### config.mk
export PLATFORM = sky130hd
export DESIGN_NAME = data_path
export DESIGN_NICKNAME = d
export VERILOG_FILES = /design/src/rtl/k_and_s_pkg.sv /design/src/rtl/register_file.sv /design/src/rtl/data_path.sv
export SDC_FILE = /design/constraint.sdc
export NUM_CORES = 1
export LEC_CHECK = 0
export CAP_MARGIN = 0
export CELL_PAD_IN_SITES_DETAIL_PLACEMENT = 2
export CELL_PAD_IN_SITES_GLOBAL_PLACEMENT = 2
export CORE_ASPECT_RATIO = 1.2
export CORE_MARGIN = 2
export CORE_UTILIZATION = 41
export CTS_BUF_LIST = sky130_fd_sc_hd__clkbuf_8
export CTS_CLUSTER_DIAMETER = 40
export DETAILED_ROUTE_END_ITERATION = 7
export GPL_TIMING_DRIVEN = 1
export HOLD_SLACK_MARGIN = 0.03
export PLACE_DENSITY = 0.91
export SYNTH_ARGS = -nofsm -noshare
export SYNTH_HDL_FRONTEND = slang
export SYNTH_SLANG_ARGS = --single-unit
### constraint.sdc
create_clock -name clk -period 13.8 [get_ports clk]
set_clock_uncertainty 0.1 [all_clocks]
set_input_delay 2.76 -clock clk [delete_from_list [all_inputs] [get_ports clk]]
set_output_delay 2.76 -clock clk [all_outputs]
set_load 0.01 [all_outputs]
### src/rtl/k_and_s_pkg.sv
// rtl/k_and_s_pkg.sv - K&S 16-bit processor shared types, opcodes and ALU op codes
package k_and_s_pkg;

    typedef enum logic [3:0] {
        I_NOP, I_LOAD, I_STORE, I_MOVE, I_ADD, I_SUB, I_AND, I_OR,
        I_BRANCH, I_BZERO, I_BNZERO, I_BNEG, I_BNNEG, I_BOV, I_BNOV, I_HALT
    } decoded_instruction_type;

    localparam logic [7:0] OP_NOP    = 8'h00;
    localparam logic [7:0] OP_BRANCH = 8'h01;
    localparam logic [7:0] OP_BZERO  = 8'h02;
    localparam logic [7:0] OP_BNZERO = 8'h03;
    localparam logic [7:0] OP_BNEG   = 8'h04;
    localparam logic [7:0] OP_BNNEG  = 8'h05;
    localparam logic [7:0] OP_BOV    = 8'h06;
    localparam logic [7:0] OP_BNOV   = 8'h07;
    localparam logic [7:0] OP_LOAD   = 8'h81;
    localparam logic [7:0] OP_STORE  = 8'h82;
    localparam logic [7:0] OP_MOVE   = 8'h91;
    localparam logic [7:0] OP_ADD    = 8'hA1;
    localparam logic [7:0] OP_SUB    = 8'hA2;
    localparam logic [7:0] OP_AND    = 8'hA3;
    localparam logic [7:0] OP_OR     = 8'hA4;
    localparam logic [7:0] OP_HALT   = 8'hFF;

    localparam logic [1:0] ALU_ADD = 2'b00;
    localparam logic [1:0] ALU_SUB = 2'b01;
    localparam logic [1:0] ALU_AND = 2'b10;
    localparam logic [1:0] ALU_OR  = 2'b11;

    function automatic decoded_instruction_type decode_opcode(input logic [7:0] opcode);
        case (opcode)
            OP_BRANCH: return I_BRANCH;
            OP_BZERO:  return I_BZERO;
            OP_BNZERO: return I_BNZERO;
            OP_BNEG:   return I_BNEG;
            OP_BNNEG:  return I_BNNEG;
            OP_BOV:    return I_BOV;
            OP_BNOV:   return I_BNOV;
            OP_LOAD:   return I_LOAD;
            OP_STORE:  return I_STORE;
            OP_MOVE:   return I_MOVE;
            OP_ADD:    return I_ADD;
            OP_SUB:    return I_SUB;
            OP_AND:    return I_AND;
            OP_OR:     return I_OR;
            OP_HALT:   return I_HALT;
            default:   return I_NOP;
        endcase
    endfunction

endpackage

### src/rtl/register_file.sv
// rtl/register_file.sv - 4x16 register file, two async read ports, one sync write port
module register_file (
    input  logic        clk,
    input  logic        rst_n,
    input  logic        we,
    input  logic [1:0]  wr_addr,
    input  logic [15:0] wr_data,
    input  logic [1:0]  rd_a_addr,
    output logic [15:0] rd_a_data,
    input  logic [1:0]  rd_b_addr,
    output logic [15:0] rd_b_data
);

    logic [15:0] regs [4];

    always_ff @(posedge clk or negedge rst_n) begin
        if (!rst_n) begin
            regs <= '{default: 16'h0000};
        end else if (we) begin
            regs[wr_addr] <= wr_data;
        end
    end

    // No write-to-read bypass: readers see the pre-edge value.
    assign rd_a_data = regs[rd_a_addr];
    assign rd_b_data = regs[rd_b_addr];

endmodule

### src/rtl/data_path.sv
// rtl/data_path.sv - K&S execution datapath: PC, IR, decoder, register file, ALU, flags
module data_path
    import k_and_s_pkg::*;
(
    input  logic                    clk,
    input  logic                    rst_n,
    input  logic                    branch,
    input  logic                    pc_enable,
    input  logic                    ir_enable,
    input  logic                    write_reg_enable,
    input  logic                    addr_sel,
    input  logic                    c_sel,
    input  logic [1:0]              operation,
    input  logic                    flags_reg_enable,
    output decoded_instruction_type decoded_instruction,
    output logic                    zero_op,
    output logic                    neg_op,
    output logic                    unsigned_overflow,
    output logic                    signed_overflow,
    output logic [4:0]              ram_addr,
    output logic [15:0]             data_out,
    input  logic [15:0]             data_in
);

    logic [4:0]  pc;
    logic [15:0] ir;
    logic [1:0]  a_addr, b_addr, c_addr;
    logic [15:0] a_data, b_data, alu_result, c_data;
    logic [16:0] sum17, diff17;
    logic        alu_uovf, alu_sovf;

    always_ff @(posedge clk or negedge rst_n) begin
        if (!rst_n) begin
            pc <= 5'd0;
            ir <= 16'h0000;
        end else begin
            if (ir_enable) ir <= data_in;
            // A fetch with branch=1 jumps to the target held in the old IR.
            if (pc_enable) pc <= branch ? ir[4:0] : pc + 5'd1;
        end
    end

    assign decoded_instruction = decode_opcode(ir[15:8]);

    always_comb begin
        a_addr = 2'd0;
        b_addr = 2'd0;
        c_addr = 2'd0;
        case (decoded_instruction)
            I_LOAD:  c_addr = ir[6:5];
            I_STORE: a_addr = ir[6:5];
            I_MOVE: begin
                c_addr = ir[3:2];
                a_addr = ir[1:0];
                b_addr = ir[1:0];
            end
            I_ADD, I_SUB, I_AND, I_OR: begin
                c_addr = ir[5:4];
                a_addr = ir[3:2];
                b_addr = ir[1:0];
            end
            default: ;
        endcase
    end

    register_file u_register_file (
        .clk       (clk),
        .rst_n     (rst_n),
        .we        (write_reg_enable),
        .wr_addr   (c_addr),
        .wr_data   (c_data),
        .rd_a_addr (a_addr),
        .rd_a_data (a_data),
        .rd_b_addr (b_addr),
        .rd_b_data (b_data)
    );

    assign sum17  = {1'b0, a_data} + {1'b0, b_data};
    assign diff17 = {1'b0, a_data} - {1'b0, b_data};

    always_comb begin
        alu_result = 16'h0000;
        alu_uovf   = 1'b0;
        alu_sovf   = 1'b0;
        case (operation)
            ALU_ADD: begin
                alu_result = sum17[15:0];
                alu_uovf   = sum17[16];
                alu_sovf   = (a_data[15] == b_data[15]) && (sum17[15] != a_data[15]);
            end
            ALU_SUB: begin
                alu_result = diff17[15:0];
                alu_uovf   = diff17[16];
                alu_sovf   = (a_data[15] != b_data[15]) && (diff17[15] != a_data[15]);
            end
            ALU_AND: alu_result = a_data & b_data;
            default: alu_result = a_data | b_data;
        endcase
    end

    assign c_data = c_sel ? alu_result : data_in;

    always_ff @(posedge clk or negedge rst_n) begin
        if (!rst_n) begin
            zero_op           <= 1'b0;
            neg_op            <= 1'b0;
            unsigned_overflow <= 1'b0;
            signed_overflow   <= 1'b0;
        end else if (flags_reg_enable) begin
            zero_op           <= (alu_result == 16'h0000);
            neg_op            <= alu_result[15];
            unsigned_overflow <= alu_uovf;
            signed_overflow   <= alu_sovf;
        end
    end

    assign ram_addr = addr_sel ? ir[4:0] : pc;
    assign data_out = a_data;

endmodule

==> metrics.yaml, run 1 <==
boundaryPins: 56
slew_violations: 0
synth_most_common_cell: "mux2i_1"
cts_buffers: 9
overflow: 0
synthTopCellsByArea: "dfrtp_1, mux2i_1, ha_1, mux2_2, a21oi_1"
nets: 974
period_minus_slack_ns: 7.161
initial_core_util_pct: 41.80
cts_sinks: 88
post_cts_buffers: 0
chipHeight_um: 152.8
gp_congestion: 0.8534
syn2layout_area_growth_pct: 11.36
cts_hold_buf: 0
crit_path_max_fanout: 6
fillers: 1961
worst_pin_slew_ns: 1.058
drc_errors: 0
yosysSeqAreaShare_pct: 29.10
ys_types: 74
synth_ff_type: "dfrtp_1"
timing.rr.start: "ir[13]$_DFFE_PN0P_"
startpoint_type: "input port"
dieArea_um2: 19570
reg2reg_to: "u_register_file.regs[30]$_DFFE_PN0P_"
crit_path_cell_trace: "clkdlybuf4s50_1 > nand2_1 > o21ai_0 > clkdlybuf4s50_1"
min-delay-start: "signed_overflow$_DFFE_PN0P_"
grtUsageMet2_pct: 56.33
grt.met3_usage_pct: 3.290
whs_endpoint: "signed_overflow$_DFFE_PN0P_"
path_buf_inv: 2
track_usage_pct: 31.79
rsz0062_at_grt: "false"
synth_edf_count: 0
p_leak_uw: 0.003967
antenna_cells: 0
die_w_um: 128.0
crit_family: "buffers and inverters"
cts_resized: 0
whs_path_depth: 1
cp_slowest_stage_delay_ns: 0.64
core_area_um2: 18110
routedWlPerCell_um: 27.28
async_reset_ff_share_pct: 100.0
setup-violations-final: 0
cts_root_buffer: "clkbuf_8"
multi_input_area_um2: 4906
p_total_uw: 1471
synth_nets: 949
grt_pass1_wl_mm: 48.20
vias_per_cell: 6.391
drtAntennaViolNets: 0
grt_pass1_vias: 8047
worstHoldPathType: "flop to flop"
crit_path_end_kind: "output pin"
dr.pass1.iters: 4
htreeDepth: 3
routed_wl_mm: 30.58
p_per_area_nw_per_um2: 174.5
ff2ff_path_depth: 18
insertion_delay_ns: 0.39
critical_path_required_ns: 10.94
synth_seq_cells: 88
cts_buffer_depth: 2
met1_usage_pct: 39.92
hold_viol_final: 0
cp_slowest_cell: "clkdlybuf4s50_1"
critPathMostFrequentCell: "clkdlybuf4s50_1"
drtIter0Drc: 516
top_usage_layer: "met2"
antenna_found_initial: 0
cap_violations: 0
cts.clk_slew.worst_paths_ns: 0.11
netlist.area_leader.share_pct: 29.10
finalCritPeriodShare_pct: 51.89
reg2reg_setup_slack_ns: 7.41
drive_above_1_share_pct: 11.37
ir_drop_v: 0.00007789
dr_total_vias: 7164
seq_area_um2: 2202
avgSynthCellArea_um2: 8.730
status: "finished clean"
fmax_ghz: 0.1396
cts_tree: "built"
netlist_area_um2: 7569
slew_headroom_pct: 29.28
numPortBuffers: 55
yosysWarnings: 0
critical_path_class: "input port to output pin"
grt_max_degree: 74
num_rows: 54
worstPathArrival_ns: 4.30
syn_inst: 867
place_hpwl_mm: 21.63
tns_ns: 0
yosys.area.top_type: "dfrtp_1"
yosys-top-cells-count: "mux2i_1, dfrtp_1, nand2_1"
-- worst max path at each step --
stage,cells after the start,slack (ns),to,startpoint
6_report,4,6.64,ram_addr[0],addr_sel
5_1_grt,4,6.61,ram_addr[0],addr_sel
4_1_cts,4,6.63,ram_addr[0],addr_sel
3_5_place_dp,3,6.74,ram_addr[1],addr_sel
3_3_place_gp,3,6.77,ram_addr[3],addr_sel
2_1_floorplan,1,7.84,ram_addr[1],addr_sel
-- through the flow --
step / instance area, um2 / instances / hold slack, ns / worst slack, ns / utilization, %
after floorplan: 7569 / 867 / 0.3696 / 7.845 / -
after global placement: 8232 / 1105 / 0.3710 / 6.769 / 45.46
after detailed placement: 8232 / 1105 / 0.3890 / 6.738 / 45.46
after CTS: 8428 / 1121 / 0.4130 / 6.631 / 46.55
after global routing: 8428 / 1121 / 0.4389 / 6.605 / 46.55
final: 8428 / 1121 / 0.4129 / 6.639 / 46.55
-- placed cells by master, fill, tap and decap left out, types with 3 or more instances in the layout --
| master | synthesis | final |
|---|---|---|
| and3_1 | 7 | 7 |
| a2111oi_0 | 5 | 5 |
| o311ai_0 | 3 | 3 |
| ha_1 | 53 | 53 |
| or3_1 | 6 | 6 |
| o21a_1 | 3 | 3 |
| nand3_1 | 20 | 20 |
| nor3b_1 | 5 | 5 |
| nor2b_1 | 10 | 9 |
| a221oi_1 | 3 | 3 |
| nor3_1 | 21 | 21 |
| o31ai_1 | 7 | 7 |
| o2111ai_1 | 8 | 8 |
| nor4_1 | 9 | 9 |
| and2_1 | 4 | 4 |
| o21ai_0 | 53 | 53 |
| nor2_1 | 66 | 66 |
| a31oi_1 | 5 | 5 |
| o21bai_1 | 5 | 5 |
| a211oi_1 | 10 | 10 |
| o311a_1 | 4 | 4 |
| nand4_1 | 4 | 4 |
| buf_4 | 3 | 13 |
| o22ai_1 | 5 | 5 |
| clkbuf_8 | 0 | 9 |
| a21oi_1 | 58 | 58 |
| mux2i_1 | 91 | 91 |
| nand2_1 | 73 | 73 |
| a211o_1 | 4 | 4 |
| o211a_1 | 5 | 5 |
| nand2b_1 | 10 | 10 |
| o211ai_1 | 11 | 11 |
| clkdlybuf4s50_1 | 0 | 53 |
| mux2_2 | 56 | 56 |
| or2_2 | 3 | 3 |
| dfrtp_1 | 88 | 88 |
| inv_1 | 54 | 54 |
-- final cells by class --
cell class	count	area share, %
sequential	88	26.13
clock buffer	9	1.470
multi-input combinational	670	58.21
inverter	56	2.494
tap	224	3.325
timing repair buffer	67	7.512
clock inverter	7	0.8610
-- kinds of logic after synthesis --
group / synth area share [%]
xor gates and xnor gates: 0.4630
and+or+nand+nor: 15.85
buffers and inverters: 6.117
AOI/OAI and AO/OA: 18.62
adders and majority gates: 9.291
muxes: 20.57
DFF: 29.10
-- per-layer routing --
metal  vias up  share of wire (%)
li1       3189                  -
met1      3704                 43
met2       208                 51
met3        63                2.9
met4         0                2.9
met5         -                  0
-- power by group --
part | switching [uW] | internal [uW] | total [uW]
sequential | 70.8 | 319 | 390
combinational | 559 | 334 | 893
clock | 117 | 71.2 | 188
total | 747 | 724 | 1470
-- registers in the layout, indices dropped and copies added (netlist names) --
signal and flops:
u_register_file.regs 64, ir 15, pc 5, neg_op 1, signed_overflow 1, unsigned_overflow 1, zero_op 1
Power figures use the tool's default switching activity.
==> run 2, diff against run 1 <==
CORE_UTILIZATION = 38   (was 41)
PLACE_DENSITY = 0.86   (was 0.91)
clock period = 7.4 ns   (was 13.8 ns; I/O delays follow)
==> run 2 against run 1 <==
Via count is 4.8% lower. Critical path type is now flop to flop. Critical endpoint is now u_register_file.regs[62]$_DFFE_PN0P_. First-iteration DRC count is 24% lower. Sequential power is 83% higher. Die area is 7.7% higher.
==> metrics.yaml, run 2 (synthesis gave the netlist of run 1 again) <==
finalCritPeriodShare_pct: 88.19
p_per_area_nw_per_um2: 311.8  # +79%
fin_ws_ns: 0.8736  # -5.765 ns
cts.clk_slew.worst_paths_ns: 0.10  # about the same
vias_per_cell: 5.892  # -7.8%
crit_path_cell_trace: "or4b_1 > or4b_4 > nor2_4 > or2_2 > and2_1 > buf_4 > mux2i_1 > inv_1 > ha_1 > nor3b_1 > a2111oi_0 > o211ai_1 > nand2_1 > a221oi_1 > xor2_1 > o211a_1 > o31ai_1"
drc_errors: 0  # unchanged
dr_total_vias: 6823  # -4.8%
cp_slowest_stage_delay_ns: 1.01  # +0.37 ns
fin_cells: 1158  # +3.3%
antenna_cells: 0  # unchanged
cts_buffers: 9  # unchanged
cts_sinks: 88  # unchanged
dr.pass1.iters: 4  # unchanged
cts_hold_buf: 0  # unchanged
grt_max_degree: 78  # +5.4%
core_area_um2: 19550  # +8.0%
cts_tree: "built"
grt_pass1_wl_mm: 42.16  # -13%
cts_buffer_depth: 2  # unchanged
crit_path_max_fanout: 12  # +6
boundaryPins: 56  # unchanged
worst_pin_slew_ns: 1.175  # +0.1173 ns
period_minus_slack_ns: 6.526
slew_violations: 0  # unchanged
nets: 974  # unchanged
antenna_found_initial: 0  # unchanged
cp_slowest_cell: "a2111oi_0"
cts_resized: 0  # unchanged
intPower_uw: 1374  # +90%
numPortBuffers: 55  # unchanged
cap_violations: 0  # unchanged
ir_drop_v: 0.0001406  # +80%
rsz0062_at_grt: "false"
routed_wl_mm: 26.74  # -13%
drtAntennaViolNets: 0  # unchanged
pwr-share-comb_pct: 60.1  # -0.6 points
gp_congestion: 0.8447  # -1.0%
drtIter0Drc: 393  # -24%
dp_cells: 1142  # +3.3%
crit_family: "simple AND/OR/NAND/NOR gates"
crit_path_end_kind: "flop"
preCtsSetupSlack_ns: 0.8754  # -5.863 ns
track_usage_pct: 25.75  # -6.0 points
fillers: 2153  # +9.8%
setup-violations-final: 0  # unchanged
p_leak_uw: 0.003974  # +0.18%
num_rows: 56  # +3.7%
startpoint_type: "flop"
overflow: 0  # unchanged
top_regs: "u_register_file.regs (64), ir (15), pc (5)"
fmax_ghz: 0.1532
post_cts_buffers: 0  # unchanged
path_buf_inv: 2  # unchanged
slew_headroom_pct: 19.61  # -9.7 points
status: "finished clean"
switching_share_pct: 48.02  # -2.7 points
p_sw_uw: 1269  # +70%
mostFrequentLayoutCell: "mux2i_1"
largest_register_ffs: 64  # unchanged
die_w_um: 132.8  # +3.7%
reg2reg_setup_slack_ns: 0.87  # -6.54 ns
cts_root_buffer: "clkbuf_8"
mostFrequentLayoutCells: "mux2i_1, dfrtp_1, nand2_1, nor2_1, a21oi_1"
regMostFlops: "u_register_file.regs"
htreeDepth: 3  # unchanged
final_core_util_pct: 43.36  # -3.2 points
seqPwrFrac_pct: 27.0  # +0.5 points
syn2layout_area_growth_pct: 11.99
worstHoldPathType: "flop to flop"
dieArea_um2: 21070  # +7.7%
place_hpwl_mm: 20.52  # -5.1%
drive_above_1_share_pct: 11.26  # -0.11 points
worstPathArrival_ns: 6.70  # +2.40 ns
chipHeight_um: 158.6  # +3.8%
critical_path_required_ns: 7.58  # -3.36 ns
initial_core_util_pct: 38.72  # -3.1 points
insertion_delay_ns: 0.38  # about the same
routedWlPerCell_um: 23.09  # -15%
p_total_uw: 2643  # +80%
hold_viol_final: 0  # unchanged
grt_pass1_vias: 7452  # -7.4%
tns_ns: 0  # unchanged
critical_path_class: "flop to flop"
p_clk_share_pct: 12.8  # about the same
[run 2: changes by cell type in the layout (fill, tap and decap cells not counted), sizes merged]
| cell | previous run | this run |
|---|---|---|
| clkinv | 2 | 3 |
| clkbuf | 9 | 10 |
| inv | 60 | 57 |
| bufinv | 0 | 1 |
[run 2: layout make-up]
cell class                      instances  area [um2]  share of cell area, %
Clock buffer                           10       137.6                  1.624
Multi-Input combinational cell        670        4906                  57.88
Timing Repair Buffer                   67       633.1                  7.470
Clock inverter                          6       60.06                 0.7086
Inverter                               56       210.2                  2.480
Sequential cell                        88        2202                  25.98
Tap cell                              261       326.6                  3.853
[run 2: per-stage QoR]
step	hold slack, ns	instance area, um2
finish	0.4152	8476
global placement	0.3915	8278
detailed placement	0.3992	8278
global route	0.4687	8476
floorplan	0.3696	7569
CTS	0.4218	8476
[run 2: final timing paths]
check,from,end,cells after the start
worst min register to register,neg_op$_DFFE_PN0P_,neg_op$_DFFE_PN0P_,2
worst max register to register,ir[13]$_DFFE_PN0P_,u_register_file.regs[62]$_DFFE_PN0P_,17
worst max-delay path,ir[13]$_DFFE_PN0P_,u_register_file.regs[62]$_DFFE_PN0P_,17
min in group asynchronous,rst_n,u_register_file.regs[35]$_DFFE_PN0P_,1
worst min-delay path,neg_op$_DFFE_PN0P_,neg_op$_DFFE_PN0P_,2
max in group asynchronous,rst_n,u_register_file.regs[43]$_DFFE_PN0P_,2
[run 2: power groups by stage]
| stage | Combinational, uW | Clock (uW) | Sequential (uW) |
|---|---|---|---|
| floorplan | 1060 | 0 | 673 |
| global placement | 1500 | 0 | 702 |
| detailed placement | 1570 | 0 | 720 |
| CTS | 1590 | 348 | 711 |
| global route | 1750 | 363 | 729 |
| finish | 1590 | 339 | 714 |
[run 2: worst min-delay path: stages (launching register included)]
cell and delay [ns]:
dfrtp_1 0.37, nand2_1 0.05, o21ai_0 0.06
[run 2: layer usage]
metal	vias up	routed length [um]	track usage, %
li1	3174	-	-
met1	3502	11920	31.54
met5	-	0	0
met3	33	615	2.674
met4	0	558	7.937
met2	114	13650	47.64
==> run 3, diff against run 2 <==
CORE_UTILIZATION = 40   (was 38)
SYNTH_HIERARCHICAL = 1   (was unset)
==> run 3 against run 2 <==
Wire length is 5.2% lower. Largest power group unchanged. Sequential power rose by 6.0%. Sequential cell count stayed put. Global-route usage up 1.7 points.
==> metrics.yaml, run 3 <==
nets: 808  # -17%
yosysSeqAreaShare_pct: 30.75  # +1.7 points
dr_total_vias: 5876  # -14%
dpl-instance-area_um2: 7742  # -6.5%
setup-violations-final: 0  # unchanged
synthTopCellsByArea: "dfrtp_1, mux2_2, mux4_2, ha_1, inv_1"
yosysWarnings: 6  # +6
cts_root_buffer: "clkbuf_8"
boundaryPins: 56  # unchanged
async_reset_ff_share_pct: 100.0  # unchanged
worst_pin_slew_ns: 1.145  # -0.03073 ns
top_regs: "u_register_file/regs (64), ir (15), pc (5)"
tns_ns: 0  # unchanged
ys_types: 77  # +4.1%
crit_path_end_kind: "flop"
overflow: 0  # unchanged
slew_headroom_pct: 23.69  # +4.1 points
status: "finished clean"
critical_path_required_ns: 7.56  # -0.02 ns
ir_drop_v: 0.0001520  # +8.1%
synth_ff_type: "dfrtp_1"
avgSynthCellArea_um2: 10.29  # +18%
p_leak_uw: 0.003408  # -14%
syn2layout_area_growth_pct: 10.48
final_area_um2: 7911  # -6.7%
period_minus_slack_ns: 6.477  # -0.04986 ns
slew_violations: 0  # unchanged
gp_congestion: 0.9029  # +6.9%
rsz0062_at_grt: "false"
drtAntennaViolNets: 0  # unchanged
p_per_area_nw_per_um2: 423.0  # +36%
initial_core_util_pct: 40.90  # +2.2 points
cts_resized: 0  # unchanged
largest_register_ffs: 64  # unchanged
num_rows: 53  # -5.4%
critical_path_class: "flop to flop"
yosys.area.top_type: "dfrtp_1"
place_hpwl_mm: 18.57  # -9.5%
antenna_cells: 0  # unchanged
dieArea_um2: 18990  # -9.8%
grt_pass1_wl_mm: 40.19  # -4.7%
cts_buffers: 9  # unchanged
dr.pass1.iters: 4  # unchanged
yosys-top-cells-count: "mux2_2, dfrtp_1, inv_1"
synth_edf_count: 0  # unchanged
synth_most_common_cell: "mux2_2"
cts.clk_slew.worst_paths_ns: 0.09  # about the same
worstPathArrival_ns: 6.63  # -0.07 ns
cts_buffer_depth: 2  # unchanged
netlist_area_um2: 7161  # -5.4%
finalCritPeriodShare_pct: 87.52  # -0.67 points
mostFrequentLayoutCell: "mux2_2"
synth_nets: 778  # -18%
hold_viol_final: 0  # unchanged
vias_per_cell: 6.185  # +5.0%
mostFrequentLayoutCells: "mux2_2, dfrtp_1, inv_1, clkdlybuf4s50_1, ha_1"
drive_above_1_share_pct: 22.47  # +11 points
startpoint_type: "flop"
drc_errors: 0  # unchanged
grt_max_degree: 89  # +14%
cts_sinks: 88  # unchanged
antenna_found_initial: 0  # unchanged
chipHeight_um: 150.6  # -5.1%
ff2ff_path_depth: 22  # +5
worstHoldPathType: "flop to flop"
fmax_ghz: 0.1544  # +0.77%
routed_wl_mm: 25.36  # -5.2%
cts_hold_buf: 0  # unchanged
regMostFlops: "u_register_file/regs"
drtIter0Drc: 386  # -1.8%
cts_tree: "built"
post_cts_buffers: 0  # unchanged
cap_violations: 0  # unchanged
crit_path_max_fanout: 11  # -1
insertion_delay_ns: 0.38  # about the same
netlist.area_leader.share_pct: 30.75  # +1.7 points
htreeDepth: 3  # unchanged
routedWlPerCell_um: 26.69  # +16%
synth_seq_cells: 88  # unchanged
syn_inst: 696  # -20%
whs_path_depth: 2  # unchanged
core_area_um2: 17510  # -10%
numPortBuffers: 55  # unchanged
die_w_um: 126.1  # -5.0%
track_usage_pct: 27.48  # +1.7 points
grt_pass1_vias: 6737  # -9.6%
## run 3: cell types whose count changed in the layout (fill, tap and decap cells not counted), moves of 6 or more
cell,previous run,this run
a21oi_1,58,34
buf_4,13,7
mux2_2,56,89
mux2i_1,91,7
mux4_2,0,33
nand2_1,73,49
nand2b_1,10,4
nand3_1,20,11
nor2_1,66,42
nor3_1,21,12
o2111ai_1,8,2
o21ai_0,53,36
xnor2_1,2,8
## run 3: final timing paths
| kind | start | endpoint | slack [ns] |
|---|---|---|---|
| max reg2reg | ir[10]$_DFFE_PN0P_ | u_register_file/regs[31]$_DFFE_PN0P_ | 0.92 |
| max | ir[10]$_DFFE_PN0P_ | u_register_file/regs[31]$_DFFE_PN0P_ | 0.92 |
| min | zero_op$_DFFE_PN0P_ | zero_op$_DFFE_PN0P_ | 0.44 |
| min reg2reg | zero_op$_DFFE_PN0P_ | zero_op$_DFFE_PN0P_ | 0.44 |
| max in group asynchronous | rst_n | u_register_file/regs[34]$_DFFE_PN0P_ | 5.26 |
| min in group asynchronous | rst_n | ir[13]$_DFFE_PN0P_ | 1.18 |
## run 3: per-stage QoR
stage,util [%],hold slack [ns],std cells,worst slack [ns],power [uW]
CTS,45.19,0.4409,950,0.9510,3333
detailed placement,44.23,0.4205,935,1.213,2977
finish,45.19,0.4384,950,0.9235,3346
global placement,44.23,0.3867,935,1.571,2775
global route,45.19,0.4638,950,0.5638,3584
floorplan,-,0.3910,696,2.172,2271
## run 3: per-layer routing
layer	global-route usage [%]	vias to the layer above	share of wire (%)	routed length (um)
li1	-	2594	-	-
met1	32.95	3090	41	10510
met2	50.24	141	53	13400
met3	3.376	51	2.4	612
met4	10.66	0	3.3	840
met5	0	-	0	0
## run 3: final cells by class
class	count	area [um2]
fillers	1858	9595
multi-input cells	510	4462
flip-flops and latches	88	2202
repair buffers	61	593.1
well taps	220	275.3
inverters	56	210.2
clock buffers	9	123.9
clock inverters	6	45.04
## run 3: logic make-up (layout without fill, tap and decap cells)
group / Yosys count / after routing / synth area share (%)
DFF: 88 / 88 / 30.75
AOI/OAI and AO/OA: 154 / 154 / 14.54
muxes: 129 / 129 / 25.35
xor gates and xnor gates: 13 / 13 / 1.590
and+or+nand+nor: 159 / 159 / 11.01
buffers and inverters: 98 / 132 / 6.937
adders and majority gates: 55 / 55 / 9.820
## run 3: worst max-delay path, cell delays in order (launching register included)
cell and delay [ns]:
dfrtp_1 0.55, nand2_1 0.15, nor3_1 0.33, a32oi_1 0.14
nor2_1 0.21, a21oi_1 0.12, nor2_1 0.33, a222oi_1 0.13
inv_1 0.32, buf_4 0.35, mux4_2 0.63, inv_1 0.09
ha_1 0.32, a21o_2 0.27, nor2_1 0.09, o21ai_0 0.21
a2111oi_1 0.56, o21ai_0 0.22, o211ai_1 0.18, xnor2_1 0.11
mux2_2 0.31, mux2_2 0.32, mux2_2 0.31
## run 3: where the power goes
part           internal, uW  switching [uW]
logic                   937            1340
clock network           121             189
registers               617             140
